<file path="src/rtl/cmp_pkg.sv">
// Shared definitions for the compare-class issue unit: MIPS opcode/funct
// constants, comparator op codes, operand-B selection and FSM states.
package cmp_pkg;

  localparam logic [5:0] OPC_SPECIAL  = 6'h00;
  localparam logic [5:0] OPC_SLTI     = 6'h0A;
  localparam logic [5:0] OPC_SLTIU    = 6'h0B;
  localparam logic [5:0] OPC_SPECIAL2 = 6'h1C;

  localparam logic [5:0] FN_SLT  = 6'h2A;
  localparam logic [5:0] FN_SLTU = 6'h2B;
  localparam logic [5:0] FN_CLZ  = 6'h20;
  localparam logic [5:0] FN_CLO  = 6'h21;

  typedef enum logic [2:0] {
    OP_SLT   = 3'd0,
    OP_SLTU  = 3'd1,
    OP_SLTI  = 3'd2,
    OP_SLTIU = 3'd3,
    OP_CLO   = 3'd4,
    OP_CLZ   = 3'd5
  } cmp_op_e;

  typedef enum logic [1:0] {
    BSEL_RT   = 2'd0,
    BSEL_IMM  = 2'd1,
    BSEL_ZERO = 2'd2
  } bsel_e;

  typedef enum logic [1:0] {
    IDLE = 2'd0,
    EXEC = 2'd1,
    WB   = 2'd2
  } state_e;

  // The comparator is not trusted when every bit of rs matches the counted value.
  function automatic logic is_full_width(input cmp_op_e op, input logic [31:0] a);
    return ((op == OP_CLO) && (a == 32'hFFFF_FFFF)) ||
           ((op == OP_CLZ) && (a == 32'h0000_0000));
  endfunction

endpackage

</file>
<file path="src/rtl/cmp_issue_decode.sv">
// Combinational decode of a compare-class instruction into legality,
// comparator op, operand-B source and destination register.
module cmp_issue_decode
  import cmp_pkg::*;
#(
  parameter int REG_W = 5
) (
  input  logic [5:0]       opcode,
  input  logic [5:0]       funct,
  input  logic [REG_W-1:0] rd,
  input  logic [REG_W-1:0] rt,
  output logic             legal,
  output cmp_op_e          op,
  output bsel_e            bsel,
  output logic [REG_W-1:0] dest
);

  always_comb begin
    legal = 1'b0;
    op    = OP_SLT;
    bsel  = BSEL_RT;
    dest  = rd;
    unique case (opcode)
      OPC_SPECIAL: begin
        if (funct == FN_SLT) begin
          legal = 1'b1;
          op    = OP_SLT;
        end else if (funct == FN_SLTU) begin
          legal = 1'b1;
          op    = OP_SLTU;
        end
      end
      // Immediate forms write rt; SLTIU also sign-extends before the unsigned compare.
      OPC_SLTI: begin
        legal = 1'b1;
        op    = OP_SLTI;
        bsel  = BSEL_IMM;
        dest  = rt;
      end
      OPC_SLTIU: begin
        legal = 1'b1;
        op    = OP_SLTIU;
        bsel  = BSEL_IMM;
        dest  = rt;
      end
      OPC_SPECIAL2: begin
        bsel = BSEL_ZERO;
        if (funct == FN_CLO) begin
          legal = 1'b1;
          op    = OP_CLO;
        end else if (funct == FN_CLZ) begin
          legal = 1'b1;
          op    = OP_CLZ;
        end
      end
      default: legal = 1'b0;
    endcase
  end

endmodule

</file>
<file path="src/rtl/cmp_issue_unit.sv">
// Sequential initiator for the external ALU comparator: accepts one decoded
// compare instruction, drives the comparator, and hands the result to writeback.
module cmp_issue_unit
  import cmp_pkg::*;
#(
  parameter int DATA_W = 32,
  parameter int REG_W  = 5
) (
  input  logic              clk,
  input  logic              reset,
  input  logic              in_valid,
  output logic              in_ready,
  input  logic [5:0]        in_opcode,
  input  logic [5:0]        in_funct,
  input  logic [DATA_W-1:0] in_rs_val,
  input  logic [DATA_W-1:0] in_rt_val,
  input  logic [15:0]       in_imm,
  input  logic [REG_W-1:0]  in_rd,
  input  logic [REG_W-1:0]  in_rt,
  output logic [DATA_W-1:0] cmp_a,
  output logic [DATA_W-1:0] cmp_b,
  output logic [2:0]        cmp_op,
  input  logic [DATA_W-1:0] cmp_result,
  output logic              wb_valid,
  input  logic              wb_ready,
  output logic [REG_W-1:0]  wb_reg,
  output logic [DATA_W-1:0] wb_data,
  output logic              err_illegal,
  output logic [15:0]       ops_done
);

  state_e             state_q;
  state_e             state_d;
  cmp_op_e            op_q;
  logic               dec_legal;
  cmp_op_e            dec_op;
  bsel_e              dec_bsel;
  logic [REG_W-1:0]   dec_dest;
  logic [DATA_W-1:0]  b_mux;
  logic [DATA_W-1:0]  exec_result;
  logic               accept;

  cmp_issue_decode #(.REG_W(REG_W)) u_decode (
    .opcode (in_opcode),
    .funct  (in_funct),
    .rd     (in_rd),
    .rt     (in_rt),
    .legal  (dec_legal),
    .op     (dec_op),
    .bsel   (dec_bsel),
    .dest   (dec_dest)
  );

  assign accept = (state_q == IDLE) && in_valid;
  assign cmp_op = op_q;

  always_comb begin
    b_mux = '0;
    unique case (dec_bsel)
      BSEL_RT:   b_mux = in_rt_val;
      BSEL_IMM:  b_mux = {{(DATA_W-16){in_imm[15]}}, in_imm};
      BSEL_ZERO: b_mux = '0;
      default:   b_mux = '0;
    endcase
  end

  assign exec_result = is_full_width(op_q, cmp_a) ? DATA_W'(32) : cmp_result;

  always_ff @(posedge clk or posedge reset) begin
    if (reset) state_q <= IDLE;
    else       state_q <= state_d;
  end

  always_comb begin
    state_d = state_q;
    unique case (state_q)
      IDLE:    if (in_valid && dec_legal) state_d = EXEC;
      // A zero destination drops the result without visiting writeback.
      EXEC:    state_d = (wb_reg == '0) ? IDLE : WB;
      WB:      if (wb_ready) state_d = IDLE;
      default: state_d = IDLE;
    endcase
  end

  always_comb begin
    in_ready = (state_q == IDLE);
    wb_valid = (state_q == WB);
  end

  always_ff @(posedge clk or posedge reset) begin
    if (reset) begin
      cmp_a       <= '0;
      cmp_b       <= '0;
      op_q        <= OP_SLT;
      wb_reg      <= '0;
      wb_data     <= '0;
      err_illegal <= 1'b0;
      ops_done    <= '0;
    end else begin
      err_illegal <= accept && !dec_legal;
      if (accept && dec_legal) begin
        cmp_a  <= in_rs_val;
        cmp_b  <= b_mux;
        op_q   <= dec_op;
        wb_reg <= dec_dest;
      end
      if ((state_q == EXEC) && (wb_reg != '0)) wb_data <= exec_result;
      if ((state_q == WB) && wb_ready && (ops_done != 16'hFFFF)) ops_done <= ops_done + 16'd1;
    end
  end

endmodule

</file>
<file path="config.mk">
export PLATFORM = sky130hd
export DESIGN_NAME = cmp_issue_unit
export DESIGN_NICKNAME = d
export VERILOG_FILES = /design/src/rtl/cmp_pkg.sv /design/src/rtl/cmp_issue_decode.sv /design/src/rtl/cmp_issue_unit.sv
export SDC_FILE = /design/constraint.sdc
export NUM_CORES = 1
export LEC_CHECK = 0
export CAP_MARGIN = 20
export CORE_AREA = 2 2 108 136
export CTS_CLUSTER_DIAMETER = 40
export DETAILED_ROUTE_END_ITERATION = 7
export DIE_AREA = 0 0 110 138
export PLACE_DENSITY = 0.76
export SYNTH_ARGS = -nofsm -noshare
export SYNTH_HDL_FRONTEND = slang
export SYNTH_SLANG_ARGS = --single-unit
</file>
<file path="constraint.sdc">
create_clock -name clk -period 4.7 [get_ports clk]
set_input_delay 0.94 -clock clk [delete_from_list [all_inputs] [get_ports clk]]
set_output_delay 0.94 -clock clk [all_outputs]
set_load 0.005 [all_outputs]
</file>
* Word level (Yosys, flattened, before mapping)
Cells that the tools add are included.
** Operators by class
- Equality and inequality tests :: 16
- Muxes and demuxes :: 18
- Add/subtract/negate cells :: 1
- Reductions and logical operators :: 19
** Operators by type and width (count)
- case mux 32 bit (2 select lines) :: 1
- == test 32 bit, second input constant :: 1
- zero test 32 bit :: 1
- two-way mux 32 bit :: 1
- == test 6 bit, second input constant :: 4
- adder 16 x 1 -> 16 bit, second input constant :: 1
- != test 16 bit, second input constant :: 1
- == test 6 x 4 -> 1 bit, second input constant :: 2
- case mux 3 bit (4 select lines) :: 1
- logical AND 1 bit :: 9
- two-way mux 3 bit :: 3
- == test 3 bit, second input constant :: 2
- == test 6 x 5 -> 1 bit, second input constant :: 1
- zero test 6 bit :: 1
- two-way mux 2 bit :: 3
- case mux 2 bit (3 select lines) :: 1
- zero test 5 bit :: 1
- two-way mux 1 bit :: 5
- two-way mux 5 bit :: 1
- nonzero test 5 bit :: 1
- == test 2 x 1 -> 1 bit, second input constant :: 2
- zero test 2 bit :: 2
- != test 2 x 1 -> 1 bit, second input constant :: 2
- case mux 2 bit (2 select lines) :: 1
- 6 further kinds :: 6
** Word-level totals
- Word-level logic and storage cells :: 62
- Output and inout bits :: 123
- Bits in registers :: 123

* Logic depth before layout (Yosys ltp)
- Depth after elaboration :: 7
- Mapped depth :: 7
- Gate-level depth less buffers :: 6

* Modules after synthesis
Synthesis repeated with hierarchy kept, for this count alone.
** Unflattened totals
- Cell total of the unflattened synthesis :: 521
- Area total of the unflattened synthesis :: 5371.4 µm²
** Modules (own cells, without submodules)
- cmp_issue_unit :: cells each 499, times used 1, area an instance 5185.0 µm², sequential area each 3078.0 µm²
- cmp_issue_decode :: cells each 22, times used 1, area an instance 186.4 µm², sequential area each 0.0 µm²

* Least setup slack after synthesis
Ideal clock, no wire load.
- Path type :: input to register
- From :: input in_opcode[2]
- To :: register wb_reg[0]
- Arrival time :: 2.284 ns
- Library setup time :: 0.125 ns
- Slack :: 2.291 ns
- Path buffers :: 1
- Data required time :: 4.575 ns
- Cell stages on the path :: 5
- Cells stage by stage :: or3_4 -> nor2_4 -> buf_2 -> mux2_2 -> mux2_4
** Between the ends
- Word-level cells in the longest chain between the ends :: 4
** Ends and longest elaborated chain
- start, declared :: line cmp_issue_unit.sv:13 : input logic [5:0] in_opcode,
- == test 6 x 4 -> 1 bit :: line cmp_issue_decode.sv:23 : unique case (opcode)
- OR reduction 2 bit (no line)
- case mux 1 bit (3 select lines) :: line cmp_issue_decode.sv:23
- logical AND 1 bit :: line cmp_issue_unit.sv:101 : if (accept && dec_legal) begin
- end signal, assigned :: line cmp_issue_unit.sv:105 : wb_reg <= dec_dest;
- end, declared :: line cmp_issue_unit.sv:26 : output logic [REG_W-1:0] wb_reg,
Several ways; a longest one is shown, not always the timed one.
A chain may end at the register's enable or synchronous reset.

* Worst setup path in the final report
- From :: input in_funct[4]
- To :: register cmp_a[0]
** Between the ends
- Word-level cells in the longest chain between the ends :: 5
** Ends and longest elaborated chain
- start, declared :: line cmp_issue_unit.sv:14 : input logic [5:0] in_funct,
- == test 6 bit (on tied branches) :: line cmp_issue_decode.sv:51, cmp_issue_decode.sv:28
- two-way mux 1 bit (on tied branches) :: line cmp_issue_decode.sv:51, cmp_issue_decode.sv:28
- two-way mux 1 bit (on tied branches) :: line cmp_issue_decode.sv:48, cmp_issue_decode.sv:25
- case mux 1 bit (3 select lines) * :: line cmp_issue_decode.sv:23
- logical AND 1 bit * :: line cmp_issue_unit.sv:101
- end signal, assigned :: line cmp_issue_unit.sv:102 : cmp_a <= in_rs_val;
- end, declared :: line cmp_issue_unit.sv:20 : output logic [DATA_W-1:0] cmp_a,
Every way passes the cells marked *; elsewhere a longest branch is shown, timed or not.

==> flow_summary.json <==
{
  "outcome": "finished, final reports clean",
  "dieArea_um2": 15200,
  "synth_edf_count": 0,
  "cp-start-kind": "input pin",
  "cts_buffers": 17,
  "cts.sinks": 123,
  "crit_fanout": 47,
  "cp-end-kind": "flip-flop",
  "synth-seq-cells": 123,
  "insertedDiodeCount": 0,
  "num_io_pins": 261,
  "layout.nets": 814,
  "syn-num-nets": 551,
  "syn_avg_cell_area_um2": 13.5,
  "p_leak_nw": 4.21,
  "worst_pin_slew_ps": 597,
  "hold_violations": 0,
  "regArea_um2": 3080,
  "gr-total-overflow": 0,
  "synth_seq_area_share": 0.552,
  "holdPathStages": 1,
  "p_per_area_nw_per_um2": 409,
  "cts_tree": "built",
  "fin_setup_tns_ps": 0,
  "rsz0062_at_grt": "no",
  "cts_resized": 0,
  "clockBufferDepth": 2,
  "htree_levels": 4,
  "slowest_stage": "nand3_4",
  "cp.arrival_ps": 3490,
  "hold_buffers": 0,
  "clkTransAtPathRegs_ps": 60,
  "clkLatencyLatePin_ps": 400,
  "track_usage": 0.204,
  "ys_types": 44,
  "min_path_type": "reg -> reg",
  "first_global_vias": 4715,
  "fp.dieH_um": 138,
  "grt_max_degree": 76,
  "drtIter0Drc": 213,
  "areaGrowthSynthToFinish_pct": 61.1,
  "drt-total-wl_um": 15400,
  "hpwl_um": 11500,
  "root_buffer": "clkbuf_16",
  "place.port_buffers": 260,
  "start_util": 0.397,
  "required_ps": 4990,
  "fin_crit_ps": 3200,
  "grt_pass1_wl_um": 24100,
  "final_util": 0.640,
  "postCtsSetupRepairBufs": 0,
  "whs_ps": 491,
  "std_cell_rows": 49,
  "ff2ff_path_depth": 4,
  "cp_slowest_stage_delay_ps": 460,
  "finalSetupViolCount": 0,
  "netlist_top_cells_count": "123 x dfrtp_1, 51 x mux2_4, 44 x a22o_1, 23 x inv_1, 19 x a21oi_1",
  "async_reset_ff_frac": 1.00,
  "synth_top_area_share": 0.552,
  "die_x_um": 110,
  "drc": 0,
  "yosys_warnings": 0,
  "wl_per_cell_um": 17.8,
  "multiInputGateArea_um2": 2240,
  "slew_viol_final": 0,
  "syn_area_um2": 5570,
  "dp_slack_ps": 1100,
  "crit_type": "in -> reg",
  "syn_inst": 412,
  "synth_flop_cell": "dfrtp_1",
  "gp_congestion": 0.832,
  "max_freq_mhz": 312,
  "fin_ws_ps": 1500,
  "cp_cell_sequence": "clkdlybuf4s50_1, nor3b_1, a32oi_1, o21ai_1, nand3_4, buf_12, mux2_4",
  "fp.coreArea_um2": 14000,
  "skew_ps": 9.47,
  "peakVddDrop_mv": 0.263,
  "synth_top_area_cell": "dfrtp_1",
  "via_per_inst": 5.13,
  "synthTopCellsByArea": "dfrtp_1 55%, mux2_4 14%, a22o_1 6.9%",
  "final_antenna_net_count": 0,
  "fill_cells": 1112,
  "num_vias": 4435,
  "placed_area_um2": 8330,
  "layout-drive-gt1-share": 0.162,
  "antenna_found_initial": 0,
  "drv_cap": 0,
  "dr.pass1.iters": 4,
  "design_area_um2": 8980,
  "min_period_over_period": 0.682,
  "relSlewSlack": 0.602,
  "reg_top3": "cmp_a x32, cmp_b x32, wb_data x32",
  "synth.most_common_cell": "dfrtp_1"
}
critical path, delay by kind of cell:
family | cells | cell delay (ps)
mux | 1 | 350
buf+inv | 2 | 820
simple gates | 2 | 870
compound gates | 2 | 430
metrics by stage:
step / total power [mW] / cells
floorplan: 1.67 / 412
global placement: 2.23 / 833
detailed placement: 2.25 / 834
CTS: 3.71 / 865
global route: 3.84 / 865
finish: 3.67 / 865
layout make-up:
cell class                 instances  area share
sequential                       123       0.343
inverter                          23     0.00989
clock inverter                    13      0.0240
multi-input combinational        244       0.250
tap                              178      0.0248
clock buffer                      18      0.0489
timing repair buffer             266       0.300
cell usage in the layout (no fill, tap or decap), types with 2 or more instances in the layout:
cell             count
clkdlybuf4s50_1    260
dfrtp_1            123
mux2_4              51
a22o_1              44
inv_1               22
a21oi_1             18
mux2i_1             17
clkbuf_16           17
nand4_1             13
nor2_1              10
xor2_1              10
nand2_1              9
nand3_1              9
nor4_1               9
mux2_2               9
nor3_1               6
xnor2_1              5
bufinv_16            5
clkinv_4             4
nor3b_1              3
buf_4                3
nor2b_1              2
or4_1                2
nand4b_1             2
nor4b_1              2
a22o_2               2
inv_6                2
buf_12               2
logic make-up after synthesis:
family / share of synthesized area
adder cells (fa/ha/maj): 0.00224
multiplexers: 0.186
XOR/XNOR: 0.0236
buffers and inverters: 0.0494
AO/OA/AOI/OAI: 0.100
flip-flops: 0.552
AND/OR/NAND/NOR: 0.0862
per-layer routing:
metal	routed length, um	share of wire	vias up	GRT usage
li1	-	-	2024	-
met1	5860	0.38	2192	0.224
met2	7890	0.51	196	0.357
met3	1270	0.083	23	0.0684
met4	354	0.023	0	0.0740
met5	0	0	-	0
where the power goes:
group	leakage [nW]	switching (mW)	total [mW]	internal (mW)
Combinational	2.33	0.243	0.842	0.599
Clock	0.317	0.481	1.44	0.958
Sequential	1.57	0.148	1.39	1.24
final timing paths:
check                              from           end  slack, ps
min in group asynchronous         reset   ops_done[6]        950
max in group asynchronous         reset     cmp_a[24]       2900
setup / recovery            in_funct[4]      cmp_a[0]       1500
setup reg to reg             state_q[1]      cmp_a[0]       2480
hold / removal             ops_done[15]  ops_done[15]        490
hold reg to reg            ops_done[15]  ops_done[15]        490
Note: power is estimated with default switching activity, not from simulation.
